[config.mk]
export PLATFORM = sky130hd
export DESIGN_NAME = alu_seq_flat
export DESIGN_NICKNAME = d
export VERILOG_FILES = /design/src/rtl/alu_pkg.sv /design/src/rtl/alu_seq_if.sv /design/src/rtl/alu_seq_flags.sv /design/src/rtl/alu_seq.sv /design/src/flat_wrapper.sv
export SDC_FILE = /design/constraint.sdc
export NUM_CORES = 1
export LEC_CHECK = 0
export CORE_ASPECT_RATIO = 0.5
export CORE_UTILIZATION = 47
export CTS_BUF_LIST = sky130_fd_sc_hd__clkbuf_16
export CTS_CLUSTER_SIZE = 40
export DETAILED_ROUTE_END_ITERATION = 10
export GPL_TIMING_DRIVEN = 0
export PLACE_DENSITY = 0.85
export SLEW_MARGIN = 0
export SYNTH_ARGS = -nofsm -noshare
export SYNTH_HDL_FRONTEND = slang
export SYNTH_HIERARCHICAL = 1
export SYNTH_SLANG_ARGS = --single-unit
[constraint.sdc]
create_clock -name clk_i -period 5.25 [get_ports clk_i]
set_clock_uncertainty 0.15 [all_clocks]
set_input_delay 0.525 -clock clk_i [delete_from_list [all_inputs] [get_ports clk_i]]
set_output_delay 0.525 -clock clk_i [all_outputs]
set_load 0.02 [all_outputs]
[src/rtl/alu_pkg.sv]
// Shared definitions for the 8080 ALU sequencer: op codes, FSM states, flag bit positions.
// The optional auxiliary-carry feature is selected with the ALU_SEQ_AC_EN macro.
package alu_pkg;

   localparam logic [3:0] INC                = 4'd0;
   localparam logic [3:0] DEC                = 4'd1;
   localparam logic [3:0] ADD                = 4'd2;
   localparam logic [3:0] ADD_CARRY          = 4'd3;
   localparam logic [3:0] SUB                = 4'd4;
   localparam logic [3:0] SUB_BORROW         = 4'd5;
   localparam logic [3:0] AND                = 4'd6;
   localparam logic [3:0] XOR                = 4'd7;
   localparam logic [3:0] OR                 = 4'd8;
   localparam logic [3:0] COMPLEMENT         = 4'd9;
   localparam logic [3:0] ROTATE_LEFT        = 4'd10;
   localparam logic [3:0] ROTATE_RIGHT       = 4'd11;
   localparam logic [3:0] ROTATE_LEFT_CARRY  = 4'd12;
   localparam logic [3:0] ROTATE_RIGHT_CARRY = 4'd13;
   localparam logic [3:0] CMC                = 4'd14;
   localparam logic [3:0] STC                = 4'd15;

   typedef enum logic [1:0] {
      IDLE    = 2'd0,
      EXEC_LO = 2'd1,
      EXEC_HI = 2'd2,
      RESP    = 2'd3
   } alu_seq_state_t;

   // Flag vector layout is {S,Z,AC,P,CY}.
   localparam int unsigned FLG_S  = 4;
   localparam int unsigned FLG_Z  = 3;
   localparam int unsigned FLG_AC = 2;
   localparam int unsigned FLG_P  = 1;
   localparam int unsigned FLG_CY = 0;

   function automatic logic uses_cy(input logic [3:0] op);
      return op inside {ADD_CARRY, SUB_BORROW, ROTATE_LEFT_CARRY, ROTATE_RIGHT_CARRY, CMC};
   endfunction

endpackage

[src/rtl/alu_seq_if.sv]
// Decoder-side request/response channels of the ALU sequencer.
// Both channels use valid/ready: a transfer happens on a rising edge where valid and ready are both high;
// the sender holds valid and its payload stable until that edge, and ready may depend on state only.
interface alu_seq_if;
   import alu_pkg::*;

   logic        req_valid_i;
   logic        req_ready_o;
   logic [3:0]  req_op_i;
   logic        req_dad_i;
   logic        req_cmp_i;
   logic [15:0] req_a_i;
   logic [15:0] req_b_i;

   logic        rsp_valid_o;
   logic        rsp_ready_i;
   logic [15:0] rsp_dat_o;
   logic        rsp_wb_o;

   modport master (
      output req_valid_i, req_op_i, req_dad_i, req_cmp_i, req_a_i, req_b_i, rsp_ready_i,
      input  req_ready_o, rsp_valid_o, rsp_dat_o, rsp_wb_o
   );

   modport slave (
      input  req_valid_i, req_op_i, req_dad_i, req_cmp_i, req_a_i, req_b_i, rsp_ready_i,
      output req_ready_o, rsp_valid_o, rsp_dat_o, rsp_wb_o
   );

endinterface

[src/rtl/alu_seq_flags.sv]
// Architectural flag register {S,Z,AC,P,CY}: per-op update mask, POP PSW load port.
// With ALU_SEQ_AC_EN defined, AC is derived here from the operand low nibbles; otherwise AC stays 0.
module alu_seq_flags
   import alu_pkg::*;
#(
   parameter logic [4:0] FLAGS_RST = 5'b00000
) (
   input  logic       clk_i,
   input  logic       rst_n_i,
   input  logic       load_i,
   input  logic [4:0] load_dat_i,
   input  logic       commit_i,
   input  logic [3:0] op_i,
   input  logic       dad_i,
   input  logic [3:0] alu_flag_i,
`ifdef ALU_SEQ_AC_EN
   input  logic [3:0] a_nib_i,
   input  logic [3:0] b_nib_i,
   input  logic       cin_i,
`endif
   output logic [4:0] flags_o
);

`ifdef ALU_SEQ_AC_EN
   localparam logic [4:0] RST_VAL = FLAGS_RST;
`else
   localparam logic [4:0] RST_VAL = FLAGS_RST & 5'b11011;
`endif

   logic [4:0] flags_q, flags_d;
   logic       upd_szp, upd_cy, upd_ac, clr_logic;
   logic       ac_new;

   always_comb begin
      upd_szp   = 1'b0;
      upd_cy    = 1'b0;
      upd_ac    = 1'b0;
      clr_logic = 1'b0;
      if (dad_i) begin
         upd_cy = 1'b1;
      end else begin
         case (op_i)
            ADD, ADD_CARRY, SUB, SUB_BORROW: begin
               upd_szp = 1'b1;
               upd_cy  = 1'b1;
               upd_ac  = 1'b1;
            end
            INC, DEC: begin
               upd_szp = 1'b1;
               upd_ac  = 1'b1;
            end
            AND, XOR, OR: begin
               upd_szp   = 1'b1;
               clr_logic = 1'b1;
            end
            ROTATE_LEFT, ROTATE_RIGHT, ROTATE_LEFT_CARRY, ROTATE_RIGHT_CARRY, CMC, STC: begin
               upd_cy = 1'b1;
            end
            default: ;
         endcase
      end
   end

`ifdef ALU_SEQ_AC_EN
   logic [3:0] nib_b;
   logic [4:0] nib_res;

   // INC/DEC act on an implied operand of 1; subtract-type ops report borrow out of bit 3.
   always_comb begin
      nib_b = (op_i == INC || op_i == DEC) ? 4'd1 : b_nib_i;
      if (op_i == SUB || op_i == SUB_BORROW || op_i == DEC) begin
         nib_res = {1'b0, a_nib_i} - {1'b0, nib_b} - {4'b0000, cin_i};
      end else begin
         nib_res = {1'b0, a_nib_i} + {1'b0, nib_b} + {4'b0000, cin_i};
      end
   end
   assign ac_new = nib_res[4];
`else
   assign ac_new = 1'b0;
`endif

   always_comb begin
      flags_d = flags_q;
      if (load_i) begin
         flags_d = load_dat_i;
      end else if (commit_i) begin
         if (upd_szp) begin
            flags_d[FLG_S] = alu_flag_i[2];
            flags_d[FLG_Z] = ~alu_flag_i[3];
            flags_d[FLG_P] = alu_flag_i[1];
         end
         if (upd_cy) flags_d[FLG_CY] = alu_flag_i[0];
         if (upd_ac) flags_d[FLG_AC] = ac_new;
         if (clr_logic) begin
            flags_d[FLG_CY] = 1'b0;
            flags_d[FLG_AC] = 1'b0;
         end
      end
`ifndef ALU_SEQ_AC_EN
      flags_d[FLG_AC] = 1'b0;
`endif
   end

   always_ff @(posedge clk_i or negedge rst_n_i) begin
      if (!rst_n_i) flags_q <= RST_VAL;
      else          flags_q <= flags_d;
   end

   assign flags_o = flags_q;

endmodule

[src/rtl/alu_seq.sv]
// 8080 ALU sequencer: accepts one op, drives the ALU for one pass (two for DAD), returns the result.
// Optional auxiliary-carry support is enabled by defining ALU_SEQ_AC_EN.
module alu_seq
   import alu_pkg::*;
#(
   parameter logic [4:0] FLAGS_RST = 5'b00000
) (
   input  logic           clk_i,
   input  logic           rst_n_i,
   alu_seq_if.slave       bus,
   output logic [7:0]     alu_a_o,
   output logic [7:0]     alu_b_o,
   output logic [3:0]     alu_sel_o,
   output logic           alu_cin_o,
   output logic           alu_out_o,
   output logic           flag_out_o,
   input  logic [7:0]     alu_dat_i,
   input  logic [3:0]     alu_flag_i,
   output logic [4:0]     flags_o,
   input  logic           flags_we_i,
   input  logic [4:0]     flags_dat_i,
   output alu_seq_state_t dbg_state_o
);

   alu_seq_state_t state_q, state_d;
   logic [3:0]  op_q, op_d;
   logic        dad_q, dad_d;
   logic        wb_q, wb_d;
   logic [15:0] a_q, a_d;
   logic [15:0] b_q, b_d;
   logic [15:0] res_q, res_d;
   logic        cout_q, cout_d;
   logic        ready_raw;
   logic        commit;

   always_comb begin
      state_d    = state_q;
      op_d       = op_q;
      dad_d      = dad_q;
      wb_d       = wb_q;
      a_d        = a_q;
      b_d        = b_q;
      res_d      = res_q;
      cout_d     = cout_q;
      ready_raw  = 1'b0;
      commit     = 1'b0;
      alu_a_o    = 8'h00;
      alu_b_o    = 8'h00;
      alu_sel_o  = INC;
      alu_cin_o  = 1'b0;
      alu_out_o  = 1'b0;
      flag_out_o = 1'b0;
      bus.rsp_valid_o = 1'b0;
      case (state_q)
         IDLE: begin
            ready_raw = 1'b1;
            if (bus.req_valid_i) begin
               // The effective ALU op is fixed at accept so later stages never look at the raw code.
               op_d  = bus.req_dad_i ? ADD : (bus.req_cmp_i ? SUB : bus.req_op_i);
               dad_d = bus.req_dad_i;
               wb_d  = ~(bus.req_cmp_i |
                         (~bus.req_dad_i & (bus.req_op_i == CMC || bus.req_op_i == STC)));
               a_d   = bus.req_a_i;
               b_d   = bus.req_b_i;
               state_d = EXEC_LO;
            end
         end
         EXEC_LO: begin
            alu_out_o  = 1'b1;
            flag_out_o = 1'b1;
            alu_a_o    = a_q[7:0];
            alu_b_o    = b_q[7:0];
            alu_sel_o  = op_q;
            alu_cin_o  = uses_cy(op_q) & flags_o[FLG_CY];
            res_d      = {8'h00, alu_dat_i};
            cout_d     = alu_flag_i[0];
            if (dad_q) begin
               state_d = EXEC_HI;
            end else begin
               commit  = 1'b1;
               state_d = RESP;
            end
         end
         EXEC_HI: begin
            alu_out_o  = 1'b1;
            flag_out_o = 1'b1;
            alu_a_o    = a_q[15:8];
            alu_b_o    = b_q[15:8];
            alu_sel_o  = ADD_CARRY;
            alu_cin_o  = cout_q;
            res_d      = {alu_dat_i, res_q[7:0]};
            commit     = 1'b1;
            state_d    = RESP;
         end
         RESP: begin
            bus.rsp_valid_o = 1'b1;
            if (bus.rsp_ready_i) state_d = IDLE;
         end
         default: state_d = IDLE;
      endcase
   end

   always_ff @(posedge clk_i or negedge rst_n_i) begin
      if (!rst_n_i) state_q <= IDLE;
      else          state_q <= state_d;
   end

   always_ff @(posedge clk_i or negedge rst_n_i) begin
      if (!rst_n_i) begin
         op_q   <= 4'h0;
         dad_q  <= 1'b0;
         wb_q   <= 1'b0;
         a_q    <= 16'h0000;
         b_q    <= 16'h0000;
         res_q  <= 16'h0000;
         cout_q <= 1'b0;
      end else begin
         op_q   <= op_d;
         dad_q  <= dad_d;
         wb_q   <= wb_d;
         a_q    <= a_d;
         b_q    <= b_d;
         res_q  <= res_d;
         cout_q <= cout_d;
      end
   end

   // Ready is forced low while reset is held so the decoder cannot hand off into a resetting block.
   assign bus.req_ready_o = ready_raw & rst_n_i;
   assign bus.rsp_dat_o   = res_q;
   assign bus.rsp_wb_o    = wb_q;
   assign dbg_state_o     = state_q;

   alu_seq_flags #(
      .FLAGS_RST (FLAGS_RST)
   ) u_flags (
      .clk_i      (clk_i),
      .rst_n_i    (rst_n_i),
      .load_i     (flags_we_i && state_q == IDLE),
      .load_dat_i (flags_dat_i),
      .commit_i   (commit),
      .op_i       (op_q),
      .dad_i      (dad_q),
      .alu_flag_i (alu_flag_i),
`ifdef ALU_SEQ_AC_EN
      .a_nib_i    (a_q[3:0]),
      .b_nib_i    (b_q[3:0]),
      .cin_i      (alu_cin_o),
`endif
      .flags_o    (flags_o)
   );

endmodule

[src/flat_wrapper.sv]
// flat-port wrapper written by rule: the top's interface ports become plain ports
module alu_seq_flat import alu_pkg::*;
#(
   parameter logic [4:0] FLAGS_RST = 5'b00000
)
  (clk_i, rst_n_i, alu_a_o, alu_b_o, alu_sel_o, alu_cin_o, alu_out_o, flag_out_o, alu_dat_i, alu_flag_i, flags_o, flags_we_i, flags_dat_i, dbg_state_o, bus_req_valid_i, bus_req_op_i, bus_req_dad_i, bus_req_cmp_i, bus_req_a_i, bus_req_b_i, bus_rsp_ready_i, bus_req_ready_o, bus_rsp_valid_o, bus_rsp_dat_o, bus_rsp_wb_o);
  alu_seq_if bus_i ();
  input  logic clk_i;
  input  logic rst_n_i;
  output logic [7:0] alu_a_o;
  output logic [7:0] alu_b_o;
  output logic [3:0] alu_sel_o;
  output logic alu_cin_o;
  output logic alu_out_o;
  output logic flag_out_o;
  input  logic [7:0] alu_dat_i;
  input  logic [3:0] alu_flag_i;
  output logic [4:0] flags_o;
  input  logic flags_we_i;
  input  logic [4:0] flags_dat_i;
  output alu_seq_state_t dbg_state_o;
  input wire logic [$bits(bus_i.req_valid_i)-1:0] bus_req_valid_i;
  input wire logic [$bits(bus_i.req_op_i)-1:0] bus_req_op_i;
  input wire logic [$bits(bus_i.req_dad_i)-1:0] bus_req_dad_i;
  input wire logic [$bits(bus_i.req_cmp_i)-1:0] bus_req_cmp_i;
  input wire logic [$bits(bus_i.req_a_i)-1:0] bus_req_a_i;
  input wire logic [$bits(bus_i.req_b_i)-1:0] bus_req_b_i;
  input wire logic [$bits(bus_i.rsp_ready_i)-1:0] bus_rsp_ready_i;
  output wire logic [$bits(bus_i.req_ready_o)-1:0] bus_req_ready_o;
  output wire logic [$bits(bus_i.rsp_valid_o)-1:0] bus_rsp_valid_o;
  output wire logic [$bits(bus_i.rsp_dat_o)-1:0] bus_rsp_dat_o;
  output wire logic [$bits(bus_i.rsp_wb_o)-1:0] bus_rsp_wb_o;
  assign bus_i.req_valid_i = bus_req_valid_i;
  assign bus_i.req_op_i = bus_req_op_i;
  assign bus_i.req_dad_i = bus_req_dad_i;
  assign bus_i.req_cmp_i = bus_req_cmp_i;
  assign bus_i.req_a_i = bus_req_a_i;
  assign bus_i.req_b_i = bus_req_b_i;
  assign bus_i.rsp_ready_i = bus_rsp_ready_i;
  assign bus_req_ready_o = bus_i.req_ready_o;
  assign bus_rsp_valid_o = bus_i.rsp_valid_o;
  assign bus_rsp_dat_o = bus_i.rsp_dat_o;
  assign bus_rsp_wb_o = bus_i.rsp_wb_o;
  alu_seq #(.FLAGS_RST(FLAGS_RST)) u_core (.clk_i(clk_i), .rst_n_i(rst_n_i), .bus(bus_i), .alu_a_o(alu_a_o), .alu_b_o(alu_b_o), .alu_sel_o(alu_sel_o), .alu_cin_o(alu_cin_o), .alu_out_o(alu_out_o), .flag_out_o(flag_out_o), .alu_dat_i(alu_dat_i), .alu_flag_i(alu_flag_i), .flags_o(flags_o), .flags_we_i(flags_we_i), .flags_dat_i(flags_dat_i), .dbg_state_o(dbg_state_o));
endmodule
==> impl_metrics.tcl <==
set metrics [dict create \
    cts_max_path_buffers 2 \
    clockPowerShare_pct 18.2 \
    path_delay_family "buffers and inverters" \
    grt_pass1_wl_um 12200 \
    track_usage_pct 24.9 \
    yosysMostFrequentCell "dfrtp_1" \
    cp_data_required_time_ns 4.58 \
    syn-mean-instance-area_sq_um 11.6 \
    tightestPinTransition_ns 0.686 \
    critPathMaxStageDelay_ns 0.64 \
    clockRootBuffer "clkbuf_16" \
    r2r-start "u_core/dbg_state_o[0]$_DFFE_PN0P_" \
    grt_start_max_net_pins 33 \
    initial_core_util_pct 50.3 \
    grt_pass1_vias 2484 \
    syn_nets 310 \
    slowest_stage "clkdlybuf4s50_1" \
    cts_tree "done" \
    via_count 2337 \
    post-route-min-period_ns 3.41 \
    antenna_found_initial 0 \
    viasPerCell 5.29 \
    grt-ovfl-total 0 \
    p_per_area_nw_per_um2 662 \
    min_period_over_period_pct 65.0 \
    yosys.area.top_type "dfrtp_1" \
    cts_setup_buffers 0 \
    fin_nets 428 \
    final_hold_viol_count 0 \
    r2r_end "u_core/u_flags/flags_o[1]$_DFFE_PN0P_" \
    finalSetupViolCount 0 \
    end_kind "output pin" \
    synth-edff-count 0 \
    final_cells 442 \
    num_io_pins 109 \
    cts_hold_buffers 0 \
    post_cts_resized 0 \
    crit_type "reg -> out" \
    drv_cap 0 \
    drtPass1Iterations 7 \
    rsz0062_at_grt "no" \
    num_rows 19 \
    pwr-share-comb_pct 50.8 \
    synth.top_cells.by_count "dfrtp_1, mux2_2, inv_1, nand2_1, o21ai_0" \
    timing.final.max_slew_violations 0 \
    irDropWorstVdd_uv 338 \
    fill_cells 370 \
    status "complete, but fails checks" \
    drt-total-wl_um 7400 \
    ant_nets 0 \
    synthCells 246 \
    path_common_cell "buf_2" \
    drc 5 \
    die_w_um 112 \
    gp_congestion 0.795 \
    area_growth_pct 50.4 \
    synth-seq-cells 61 \
    drtIter0Drc 131 \
    path_clk_slew_ns 0.05 \
    insertion_delay_ns 0.32 \
    path_cells "inv_1 > ha_1 > and2_1 > buf_2 > buf_2 > nand2_1 > o21ai_0 > clkdlybuf4s50_1" \
    drive_gt1_share_pct 18.2 \
    setup_tns_ns 0 \
    core_region_area_sq_um 5660 \
    seq_area_frac_synth_pct 53.6 \
    die_height_um 57.0 \
    p_total_mw 2.84 \
    synth_ff_type "dfrtp_1" \
    power.switching_mw 1.08 \
    async_reset_ff_share_pct 100 \
    timing.fmax_mhz 293 \
    synth.area.top_cells "dfrtp_1, mux2_2, a22o_1, o21ai_0, inv_1" \
    power.internal_mw 1.75 \
    placed_cells 426 \
    synth.top_cell.area_share_pct 53.6 \
    r2r_cells 7 \
    dp_hpwl_um 5340 \
    worstPathArrival_ns 2.74 \
    path_buf_inv 4 \
    portBuffers 106 \
    hold_slack_ns 0.0961 \
    n_antenna_cell 0 \
    reg2reg_slack_ns 2.73 \
    p_seq_share_pct 31.0 \
    failed_checks "DRC" \
    hold_path_class "in -> async" \
    dieArea_sq_um 6390 \
    critPathMaxFanout 10 \
    p_leak_nw 1.84 \
    slew_headroom_pct 54.2 \
    htree_levels 3 \
    cts_num_sinks 61 \
    syn_area_sq_um 2850 \
    worstSetupStartpointType "register" \
    synth_cell_types 38 \
    cts_buffers 9 \
    yosysWarnings 6 \
    wl_per_cell_um 16.8 \
    swShare_pct 38.2 \
]
[logic make-up (layout without fill, tap and decap cells)]
logic type | count (synthesis) | count (layout) | synth area share (%)
flip-flops | 61 | 61 | 53.6
AO/OA/AOI/OAI | 59 | 59 | 15.1
AND/OR/NAND/NOR | 50 | 50 | 9.10
buffers and inverters | 36 | 159 | 6.46
multiplexers | 35 | 35 | 13.8
adder cells (fa/ha/maj) | 4 | 4 | 1.76
other | 1 | 1 | 0.132
[placed cells by master, fill, tap and decap left out, types with 2 or more instances in the layout]
cell type        count
o21ai_0             22
clkinvlp_4           3
clkbuf_16            9
nand3_1              2
buf_2                4
o21a_1               2
and2_1               6
mux2_2              35
buf_6                4
nor2_1               3
and3_1               2
clkdlybuf4s50_1    105
a31oi_1              2
dfrtp_1             61
nand2b_1             2
clkbuf_1             3
buf_4                4
inv_1               22
a22o_1              18
clkinv_1             3
nor2b_1              7
nand2_1             22
ha_1                 4
a21o_1               2
a21oi_1              3
[worst max path at each step]
stage          cells past startpoint                              start               to
3_3_place_gp                       3                            rst_n_i  bus_req_ready_o
3_5_place_dp                       8  u_core/dbg_state_o[0]$_DFFE_PN0P_        alu_cin_o
4_1_cts                            8  u_core/dbg_state_o[0]$_DFFE_PN0P_        alu_cin_o
2_1_floorplan                      6  u_core/dbg_state_o[0]$_DFFE_PN0P_        alu_cin_o
5_1_grt                            8  u_core/dbg_state_o[0]$_DFFE_PN0P_        alu_cin_o
6_report                           8  u_core/dbg_state_o[0]$_DFFE_PN0P_        alu_cin_o
[per-layer routing]
metal,GRT usage (%),vias up,routed length [um]
met5,0,-,0
met4,6.48,0,46
met3,5.42,6,353
met2,46.6,55,3930
met1,29.9,1185,3080
li1,-,1091,-
[state kept, by name, summed over array words and instances (netlist names)]
name	flops
u_core/a_q	16
u_core/b_q	16
u_core/bus.rsp_dat_o	16
u_core/op_q	4
u_core/u_flags/flags_o	4
u_core/dbg_state_o	2
u_core/bus.rsp_wb_o	1
u_core/cout_q	1
u_core/dad_q	1
[worst reg2reg max path, stage by stage, from the launching register on]
cell and delay (ns):
dfrtp_1 0.43, inv_1 0.09, ha_1 0.44, clkbuf_1 0.37, o21a_1 0.25, nor2b_1 0.24
a21oi_2 0.09, a221o_1 0.35
[metrics by stage]
step / cell area, sq um / util (%) / worst slack [ns]
floorplan: 2850 / - / 2.63
global placement: 4000 / 70.7 / 0.737
detailed placement: 4010 / 70.9 / 2.25
CTS: 4280 / 75.7 / 1.85
global route: 4280 / 75.7 / 1.71
finish: 4280 / 75.7 / 1.84
[cell type report]
cell class / instances / area, sq um / area share [%]
clock inverter: 7 / 42.5 / 0.994
multi-input combinational: 149 / 1140 / 26.5
inverter: 22 / 82.6 / 1.93
clock buffer: 9 / 225 / 5.26
timing repair buffer: 107 / 1080 / 25.1
buffer: 14 / 101 / 2.37
sequential: 61 / 1530 / 35.7
tap: 73 / 91.3 / 2.13
[power groups by stage]
stage               Combinational, mW  Sequential [mW]  Clock (mW)
CTS                              1.44            0.876       0.524
detailed placement               1.43            0.877           0
global route                     1.54            0.905       0.551
finish                           1.44            0.878       0.517
floorplan                       0.761            0.934           0
global placement                 1.39            0.852           0
No activity file was read; power rests on OpenSTA's default activity.
==> variant: new RTL, config.mk and constraints unchanged <==
Build with the macro `ALU_SEQ_AC_EN` defined.
--- a/src/rtl/alu_seq_flags.sv
+++ b/src/rtl/alu_seq_flags.sv
@@ -1,4 +1,6 @@
 // Architectural flag register {S,Z,AC,P,CY}: per-op update mask, POP PSW load port.
 // With ALU_SEQ_AC_EN defined, AC is derived here from the operand low nibbles; otherwise AC stays 0.
+`define ALU_SEQ_AC_EN
+
 module alu_seq_flags
    import alu_pkg::*;
Check against the original RTL: not equivalent (a bounded check fails within 4 cycles, from zero or initial values and one cycle with rst_n_i low).
==> variant against the unedited design <==
Worst setup slack got worse by 310 ps; design area rose by 6.9%; wire length rose by 7.8%; combinational power rose by 15%; final cell count rose by 10%; synthesized area rose by 8.7%; sequential cell count rose by 1; total power rose by 10%; global-route usage fell by 0.18 points; sequential share of layout area fell by 1.8 points; critical endpoint is now u_core/u_flags/flags_o[2]$_DFFE_PN0P_; largest cell class unchanged.
==> variant: results (changes against the unedited design) <==
status: "complete, no violations"  # was finished with violations
synthTopCellsByArea: "dfrtp_1 (50%), mux2_2 (13%), a22o_1 (5.1%)"  # was dfrtp_1 (54%), mux2_2 (14%), a22o_1 (5.5%)
grt_max_degree: 37  # was 33
crit_slowest_cell: "dfrtp_1"  # was clkdlybuf4s50_1
nFillCells: 438  # was 370
synth_common_cells: "dfrtp_1 (62), mux2_2 (36), inv_1 (29)"  # was dfrtp_1 (61), mux2_2 (35), inv_1 (22), nand2_1 (22), o21ai_0 (22)
synth_cells: 276  # was 246
slew_headroom: 0.5639  # was 0.5424
p_leak_nw: 1.995  # was 1.841 nW
r2r_end: "u_core/u_flags/flags_o[2]$_DFFE_PN0P_"  # was u_core/u_flags/flags_o[1]$_DFFE_PN0P_
fin_hold_ws_ps: 72.33  # was 96.12 ps
drive_gt1_frac: 0.1700  # was 0.1816
grt_pass1_wl_mm: 12.41  # was 12.19 mm
path_clk_slew_ps: 50  # about the same
cts-hold-fix-buffers: 0  # unchanged
first_pass_iters: 4  # was 7
clkCellAreaFrac: 0.06095  # was 0.06254
detail_route.iter0.violations: 116  # was 131
grtUsageMet3: 0.07873  # was 0.05420
placed_cell_area_um2: 4299  # was 4014 um2
finalWirelength_mm: 7.985  # was 7.404 mm
slowest_delay_ps: 420  # was 640 ps
irDropWorstVdd_uv: 301.6  # was 337.8 uV
r2r_setup_slack_ps: 1520  # was 2730 ps
wl_met1_mm: 3.269  # was 3.077 mm
first_global_vias: 2612  # was 2484
via_per_inst: 5.277  # was 5.287
wl_met3_um: 425  # was 353 um
finalCritPeriodShare: 0.7097  # was 0.6504
grtUsageMet1: 0.2869  # was 0.2986
syn-num-nets: 347  # was 310
seq_area_frac_synth: 0.5016  # was 0.5363
yosysUniqueCellTypes: 45  # was 38
endpoint: "u_core/u_flags/flags_o[2]$_DFFE_PN0P_"  # was alu_cin_o
cp.arrival_ps: 3830  # was 2740 ps
nFlopsAndLatches: 62  # was 61
ff_latch_area_um2: 1551  # was 1526 um2
wl_per_cell_um: 16.36  # was 16.75 um
final-nonclk-buf-share: 0.2629  # was 0.2750
multi_input_area_share: 0.2894  # was 0.2653
final_area_um2: 4578  # was 4282 um2
path_delay_family: "adder cells"  # was buffers and inverters
ys_warn_count: 6  # unchanged
routed-wl-met2_mm: 4.072  # was 3.927 mm
hpwl_mm: 5.845  # was 5.339 mm
io_buffers: 108  # was 106
gp_congestion: 0.8070  # was 0.7946
grt_use_total: 0.2476  # was 0.2494
num-nets-final: 467  # was 428
multi_input_gates: 171  # was 149
inverters: 29  # was 22
reg2reg_depth: 15  # was 7
use_met2: 0.4269  # was 0.4658
die_w_um: 116.7  # was 112.1 um
post-place-ws_ps: 1627  # was 2251 ps
nNonClkBuffers: 123  # was 121
==> variant: kinds of logic (layout without fill, tap and decap cells) <==
| family | after synthesis | in the layout | synth area share |
|---|---|---|---|
| compound gates | 63 | 63 | 0.1436 |
| fa+ha+maj | 12 | 12 | 0.04773 |
| buf+inv | 43 | 167 | 0.06998 |
| flops | 62 | 62 | 0.5016 |
| mux | 38 | 38 | 0.1375 |
| simple gates | 58 | 58 | 0.09952 |
==> variant: worst register-to-register path, delay by kind of cell, from the launching register on <==
kind / cells / cell delay (ps)
AO/OA/AOI/OAI: 3 / 600
adder cells (fa/ha/maj): 3 / 1030
buffers and inverters: 4 / 690
flip-flops: 1 / 420
AND/OR/NAND/NOR: 5 / 780
==> variant: report_power, final <==
part           internal [W]  leakage [nW]  total (W)  switching (W)
combinational      0.000828          1.10    0.00166       0.000833
sequential         0.000718         0.760   0.000905       0.000187
clock              0.000358         0.134   0.000556       0.000198
